$ cat config.mk
export PLATFORM = sky130hd
export DESIGN_NAME = multdiv_issue_ctrl
export DESIGN_NICKNAME = d
export VERILOG_FILES = /design/src/rtl/multdiv_issue_ctrl.sv
export SDC_FILE = /design/constraint.sdc
export NUM_CORES = 1
export LEC_CHECK = 0
export BUFFER_PORTS_ARGS = -buffer_cell sky130_fd_sc_hd__buf_2
export CAP_MARGIN = 10
export CORE_MARGIN = 3
export CORE_UTILIZATION = 50
export DETAILED_ROUTE_END_ITERATION = 12
export GPL_TIMING_DRIVEN = 0
export PLACE_DENSITY = 0.85
export SETUP_SLACK_MARGIN = 0.02
export SYNTH_ARGS = -nofsm -noshare
export SYNTH_HDL_FRONTEND = slang
export SYNTH_SLANG_ARGS = --single-unit
$ cat constraint.sdc
create_clock -name clk -period 4.2 [get_ports clk]
set_input_delay 0.84 -clock clk [delete_from_list [all_inputs] [get_ports clk]]
set_output_delay 0.84 -clock clk [all_outputs]
set_load 0.01 [all_outputs]
$ cat src/rtl/multdiv_issue_ctrl.sv
// rtl/multdiv_issue_ctrl.sv - issue/stall/writeback wrapper for the multi-cycle multiplier and divider
// Optional feature macro: MD_TRIVIAL_BYPASS_EN (multiply by 0/1 completes without launching the unit)
module multdiv_issue_ctrl #(
    parameter logic [4:0]  STATUS_REG = 5'd30,
    parameter logic [31:0] EXC_MULT   = 32'd4,
    parameter logic [31:0] EXC_DIV    = 32'd5,
    parameter int          TIMEOUT    = 48
) (
    input  logic        clk,
    input  logic        reset_n,
    input  logic        in_valid,
    input  logic        in_op,
    input  logic [31:0] in_a,
    input  logic [31:0] in_b,
    input  logic [4:0]  in_rd,
    input  logic        flush,
    output logic        busy,
    output logic        md_start,
    output logic        md_sel_div,
    output logic        md_interrupt,
    output logic [31:0] md_opA,
    output logic [31:0] md_opB,
    input  logic [31:0] md_result,
    input  logic        md_finish,
    input  logic        md_overflow,
    output logic        wb_valid,
    output logic [4:0]  wb_rd,
    output logic [31:0] wb_data,
    output logic        wb_exc,
    input  logic        wb_ready
);

    localparam logic [1:0] S_IDLE  = 2'd0;
    localparam logic [1:0] S_START = 2'd1;
    localparam logic [1:0] S_WAIT  = 2'd2;
    localparam logic [1:0] S_DONE  = 2'd3;

    localparam logic [5:0] CNT_LAST = 6'(TIMEOUT - 1);

    logic [1:0]  state;
    logic [5:0]  cnt;
    logic [4:0]  rd_q;
    logic        bypass;
    logic [31:0] bypass_data;
    logic        timed_out;
    logic [31:0] exc_code;

`ifdef MD_TRIVIAL_BYPASS_EN
    always_comb begin
        bypass      = 1'b0;
        bypass_data = 32'd0;
        if (!in_op) begin
            if (in_a == 32'd0 || in_b == 32'd0) begin
                bypass      = 1'b1;
                bypass_data = 32'd0;
            end else if (in_a == 32'd1) begin
                bypass      = 1'b1;
                bypass_data = in_b;
            end else if (in_b == 32'd1) begin
                bypass      = 1'b1;
                bypass_data = in_a;
            end
        end
    end
`else
    assign bypass      = 1'b0;
    assign bypass_data = 32'd0;
`endif

    assign busy      = (state != S_IDLE);
    assign timed_out = (state == S_WAIT) && !md_finish && (cnt == CNT_LAST);
    assign exc_code  = md_sel_div ? EXC_DIV : EXC_MULT;

    // A flush kills the op before the unit can see a start alongside the abort.
    assign md_start     = (state == S_START) && !flush;
    assign md_interrupt = (flush && (state == S_START || state == S_WAIT)) ||
                          (timed_out && !flush);
    assign wb_valid     = (state == S_DONE) && !flush;

    always_ff @(posedge clk or negedge reset_n) begin
        if (!reset_n) begin
            state      <= S_IDLE;
            cnt        <= 6'd0;
            rd_q       <= 5'd0;
            md_sel_div <= 1'b0;
            md_opA     <= 32'd0;
            md_opB     <= 32'd0;
            wb_rd      <= 5'd0;
            wb_data    <= 32'd0;
            wb_exc     <= 1'b0;
        end else begin
            case (state)
                S_IDLE: begin
                    if (in_valid && !flush) begin
                        md_opA     <= in_a;
                        md_opB     <= in_b;
                        md_sel_div <= in_op;
                        rd_q       <= in_rd;
                        if (bypass) begin
                            wb_rd   <= in_rd;
                            wb_data <= bypass_data;
                            wb_exc  <= 1'b0;
                            state   <= S_DONE;
                        end else begin
                            state <= S_START;
                        end
                    end
                end
                S_START: begin
                    cnt   <= 6'd0;
                    state <= flush ? S_IDLE : S_WAIT;
                end
                S_WAIT: begin
                    if (flush) begin
                        state <= S_IDLE;
                    end else if (md_finish && !md_overflow) begin
                        wb_rd   <= rd_q;
                        wb_data <= md_result;
                        wb_exc  <= 1'b0;
                        state   <= S_DONE;
                    end else if (md_finish || timed_out) begin
                        wb_rd   <= STATUS_REG;
                        wb_data <= exc_code;
                        wb_exc  <= 1'b1;
                        state   <= S_DONE;
                    end else begin
                        cnt <= cnt + 6'd1;
                    end
                end
                default: begin
                    if (flush || wb_ready) state <= S_IDLE;
                end
            endcase
        end
    end

endmodule
Word-level counts from Yosys, hierarchy flattened
Cells that the tools add are included.
Operators by class
  reduce and logical (&&, ||, !) cells: 24
  add/subtract/negate cells: 1
  bitwise gates (word level): 1
  eq/ne operators: 9
  mux-type cells: 18
Operators by type and width (number)
  32-bit 2-to-1 mux: 2
  6-bit 2-to-1 mux: 3
  2-bit 2-to-1 mux: 6
  6-bit one-hot mux with 2 select lines: 1
  5-bit 2-to-1 mux: 2
  1-bit logical AND: 8
  2-bit inequality test, second input constant: 4
  6-bit by 1-bit adder with 6-bit output, second input constant: 1
  6-bit == test, second input constant: 1
  2-bit one-hot mux with 3 select lines: 1
  3-bit AND reduction: 2
  2-bit nonzero test: 3
  2-bit == test, second input constant: 2
  1-bit logical OR: 4
  4-bit by 2-bit inequality test with 1-bit output, second input constant: 1
  4-bit AND reduction: 1
  4-bit nonzero test: 1
  1-bit zero test: 3
  1-bit 2-to-1 mux: 3
  2-bit by 1-bit == test with 1-bit output, second input constant: 1
  2-bit zero test: 1
  2-bit AND reduction: 1
  1-bit inverter: 1
Word-level totals
  output and inout bits: 107
  flip-flop bits (word level): 116
  logic and storage cells: 62
  bits of input ports: 109

Longest topological paths before layout
  depth in word-level cells: 8
  depth in mapped cells: 7

Least setup slack after synthesis
No wires, ideal clock.
  path type: in2out
  start point: in flush
  end point: out md_interrupt
  slack: 1.881 ns
  stages on the path: 3
  data arrival time: 1.479 ns
  data required time: 3.360 ns
  path buffers: 1
  path through: buf_6 or2_1 o21ai_0
Between the ends
  word-level cells in the longest chain between the ends: 3
  elaborated cells between the ends (all ways): 4
  those cells by class: 4 x reduce/logical
Ends and longest elaborated chain
  start: declaration: RTL line 16  | input logic flush,
  1-bit zero test: RTL line 77  | (timed_out && !flush);
  1-bit logical AND: RTL line 77
  1-bit logical OR (*): RTL line 76  | assign md_interrupt = (flush && (state == S_START || state == S_WAIT)) ||
  end: declaration: RTL line 20  | output logic md_interrupt,
Every way passes the cells marked *; elsewhere a longest branch is shown, timed or not.

Worst setup path after layout
  start point: reg state[0]
  end point: out md_interrupt
Between the ends
  word-level cells in the longest chain between the ends: 5
  elaborated cells between the ends (all ways): 8
  those cells by class: 2 x eq/ne; 6 x reduce/logical
Ends and longest elaborated chain
  start: declaration: RTL line 40  | logic [1:0] state;
  start signal: assignment: RTL line 111  | state <= flush ? S_IDLE : S_WAIT;
  2-bit == test: RTL line 71, 76
  1-bit logical AND (2 in a row): RTL line 71  | assign timed_out = (state == S_WAIT) && !md_finish && (cnt == CNT_LAST);
  1-bit logical AND: RTL line 77
  1-bit logical OR (*): RTL line 76
Marks and branches as above.

==> results.cfg <==
[min_path]
hold_path.class = in2async

[floorplanning]
die_w_um = 102.1
fp.dieH_um = 102.1
dieArea_um2 = 10420
ioPinCount = 216
core_um2 = 8848
row_count = 34
start_util_pct = 52.18

[detailed_routing]
num_vias = 3429
antenna_left = 0
drcViolationCount = 0
wl_um = 11540
drt-pass1-iter-count = 4
post_drt_wl_per_cell_um = 17.51
drt-vias-per-instance = 5.203
initialDrtViolationCount = 121

[synthesis]
post_synth.cell_area_avg_um2 = 15.19
synth_cells = 304
yosysSeqAreaShare_pct = 62.87
yosysWarnings = 0
syn_nets = 419
synth-seq-cells = 116
netlist_area_um2 = 4617
yosys.cell_types.count = 36

[power_and_ir_drop]
p_per_area_nw_per_um2 = 751.4
power.leakage_uw = 0.003344
ir_drop_uv = 375.2
fin_total_pwr_uw = 4836

[placed_design]
placed_cell_area_um2 = 5858
hpwlAfterDp_um = 8652
port_buffers = 215
preCtsSetupSlack_ps = 1654
gp_congestion = 0.7762

[worst_setup_path]
rr_worst_depth = 6
path_max_fanout = 4
cp-start-kind = flip-flop
arrival_ps = 2100
ff2ff_setup_slack_ps = 2350
crit_chain = inv_1, ha_1, nand4b_2, or2_2, o21ai_0, buf_2
worstReg2RegEnd = wb_data[0]
cp_slowest_cell = dfrtp_1
crit_path_end_kind = output port
timing.rr.start = state[0]
path_delay_family = simple AND/OR/NAND/NOR gates
critical_path_class = reg2out
required_ps = 3360
critPathBufInv = 2
slowest_delay_ps = 410

[cts]
clkSlewWorstSetupHoldPaths_ps = 60
cts_tree = built
clk_latency_ps = 490
cts_hold_buffers = 0
cts_setup_buffers = 0
htreeDepth = 4
cts_buffers = 17
post_cts_resized = 0
root_buffer = clkbuf_8
clock_path_buffers = 2
cts_sinks = 116

[timing]
timing.final.crit_period_ps = 2943
finalSetupTns_ps = 0
worst_slack_ps = 1257
finalHoldViolCount = 0
tightest_slew_ps = 639.5
max_slew_margin_pct = 57.36
rsz0062_at_grt = false
setup_viol = 0
finalClockSkew_ps = 8.372
fin_crit_sh_pct = 70.07
clock.fmax_mhz = 339.8
final-max-slew-violation-count = 0

[layout]
syn_to_final_growth_pct = 39.40
drive_above_1_share_pct = 62.79
finish.utilization_pct = 72.74
finalNetCount = 654
antennaDiodeCount = 0
finalInstanceArea_um2 = 6436
final.fill_count = 605

[global_routing]
grt_pass1_vias = 3466
grt_antenna_before_repair = 0
grt_pass1_wl_um = 17350
grtUsageTotal_pct = 21.72
grt_max_degree = 69
gr-total-overflow = 0

[run_status]
status = completed

[run]
cap_viol_max_count = 0
## through the flow
| stage | std cells | hold WS [ps] |
|---|---|---|
| 6_report | 659 | 362.7 |
| 5_1_grt | 659 | 397.4 |
| 4_1_cts | 659 | 373.1 |
| 3_5_place_dp | 628 | 472.0 |
| 3_3_place_gp | 627 | 467.7 |
| 2_1_floorplan | 304 | 467.3 |
## worst reg2reg max path: cells and delay by family (launching register included)
kind	cells	cell delay [ps]
multiplexers	1	360
AND/OR/NAND/NOR	1	220
buffers and inverters	2	230
flip-flops	1	410
AO/OA/AOI/OAI	1	310
adder cells (fa/ha/maj)	1	200
## where the power goes
| part | internal, uW | total (uW) | switching [uW] |
|---|---|---|---|
| Sequential | 1610 | 1860 | 249 |
| Clock | 899 | 1400 | 498 |
| Combinational | 818 | 1580 | 760 |
| Total | 3330 | 4840 | 1510 |
## per-layer routing
layer / wire length [um] / up-vias / track usage, % / share of wire [%]
met3: 772 / 15 / 5.324 / 6.7
met2: 5964 / 149 / 37.58 / 52
met5: 0 / - / 0 / 0
met1: 4617 / 1692 / 26.14 / 40
met4: 184 / 0 / 8.577 / 1.6
li1: - / 1573 / - / -
## final cells by class
type / count / area, um^2 / area share, %
tap: 108 / 135.1 / 2.100
inverter: 5 / 18.77 / 0.2916
multi-input combinational: 167 / 1565 / 24.32
clock buffer: 18 / 417.9 / 6.493
sequential: 116 / 2903 / 45.10
buffer: 16 / 130.1 / 2.022
timing repair buffer: 216 / 1106 / 17.19
clock inverter: 13 / 160.2 / 2.488
## sequential cells by signal (all words and copies together) (netlist names)
| register | count |
|---|---|
| md_opB | 32 |
| md_sel_div | 1 |
| state | 2 |
| wb_exc | 1 |
| wb_rd | 5 |
| wb_data | 32 |
| md_opA | 32 |
| rd_q | 5 |
| cnt | 6 |
## kinds of logic after synthesis
kind of cell,share of synthesized area (%)
flops,62.87
fa+ha+maj,1.626
xor+xnor,0.3795
simple gates,3.876
mux,18.24
buf+inv,3.225
compound gates,9.783
## cell usage in the layout, fill, tap and decap left out, drive strengths merged
| cell | netlist | layout |
|---|---|---|
| nand2b | 1 | 1 |
| o22a | 5 | 5 |
| nor3 | 4 | 4 |
| dfrtp | 116 | 116 |
| nand3 | 2 | 2 |
| a32o | 1 | 1 |
| nor2b | 1 | 1 |
| nand3b | 1 | 1 |
| mux2 | 73 | 73 |
| o211ai | 1 | 1 |
| a21o | 1 | 1 |
| a21oi | 2 | 2 |
| clkinvlp | 0 | 2 |
| bufinv | 0 | 3 |
| mux2i | 2 | 2 |
| xor2 | 1 | 1 |
| ha | 6 | 6 |
| or3 | 1 | 1 |
| clkbuf | 0 | 18 |
| a22o | 32 | 32 |
| inv | 5 | 6 |
| o21bai | 1 | 1 |
| o21ai | 8 | 8 |
| or2 | 2 | 2 |
| buf | 16 | 232 |
| nor2 | 8 | 8 |
| nand4b | 1 | 1 |
| xnor2 | 1 | 1 |
| nand2 | 5 | 5 |
| a31oi | 1 | 1 |
| nand4 | 3 | 3 |
| o21a | 3 | 3 |
| clkinv | 0 | 7 |
## Yosys cell counts
library cell,n,area [um^2]
o21ai_2,4,35.03
nand3b_4,1,20.02
ha_1,6,75.07
a21o_1,1,7.510
o21ai_0,4,20.02
xor2_1,1,8.760
or3_1,1,6.260
o22a_1,5,43.79
a21oi_1,2,10.01
nand2b_1,1,6.260
o21a_2,1,8.760
nand4b_2,1,15.01
nor2_1,6,22.52
mux2i_1,2,20.02
nand3_1,2,10.01
dfrtp_1,116,2903
nor3_1,2,10.01
mux2_2,72,810.8
o21bai_1,1,7.510
nor2_2,2,12.51
buf_6,8,90.09
nand2_1,5,18.77
nor2b_1,1,6.260
xnor2_1,1,8.760
a32o_1,1,10.01
o211ai_1,1,7.510
or2_2,1,6.260
or2_1,1,6.260
nand4_1,3,18.77
o21a_1,2,15.01
nor3_2,2,20.02
mux2_1,1,11.26
inv_1,5,18.77
a22o_1,32,280.3
buf_2,8,40.04
a31oi_1,1,6.260
## how the worst max path moves through the flow
stage / start / depth (start not counted) / endpoint / slack (ps)
after global routing: state[0] / 6 / md_interrupt / 1070
final: state[0] / 6 / md_interrupt / 1260
after detailed placement: flush / 5 / md_interrupt / 1650
after floorplan: flush / 3 / md_interrupt / 1880
after CTS: state[0] / 6 / md_interrupt / 1210
after global placement: reset_n / 1 / md_opA[23] / 1050
Power figures use the tool's default switching activity.
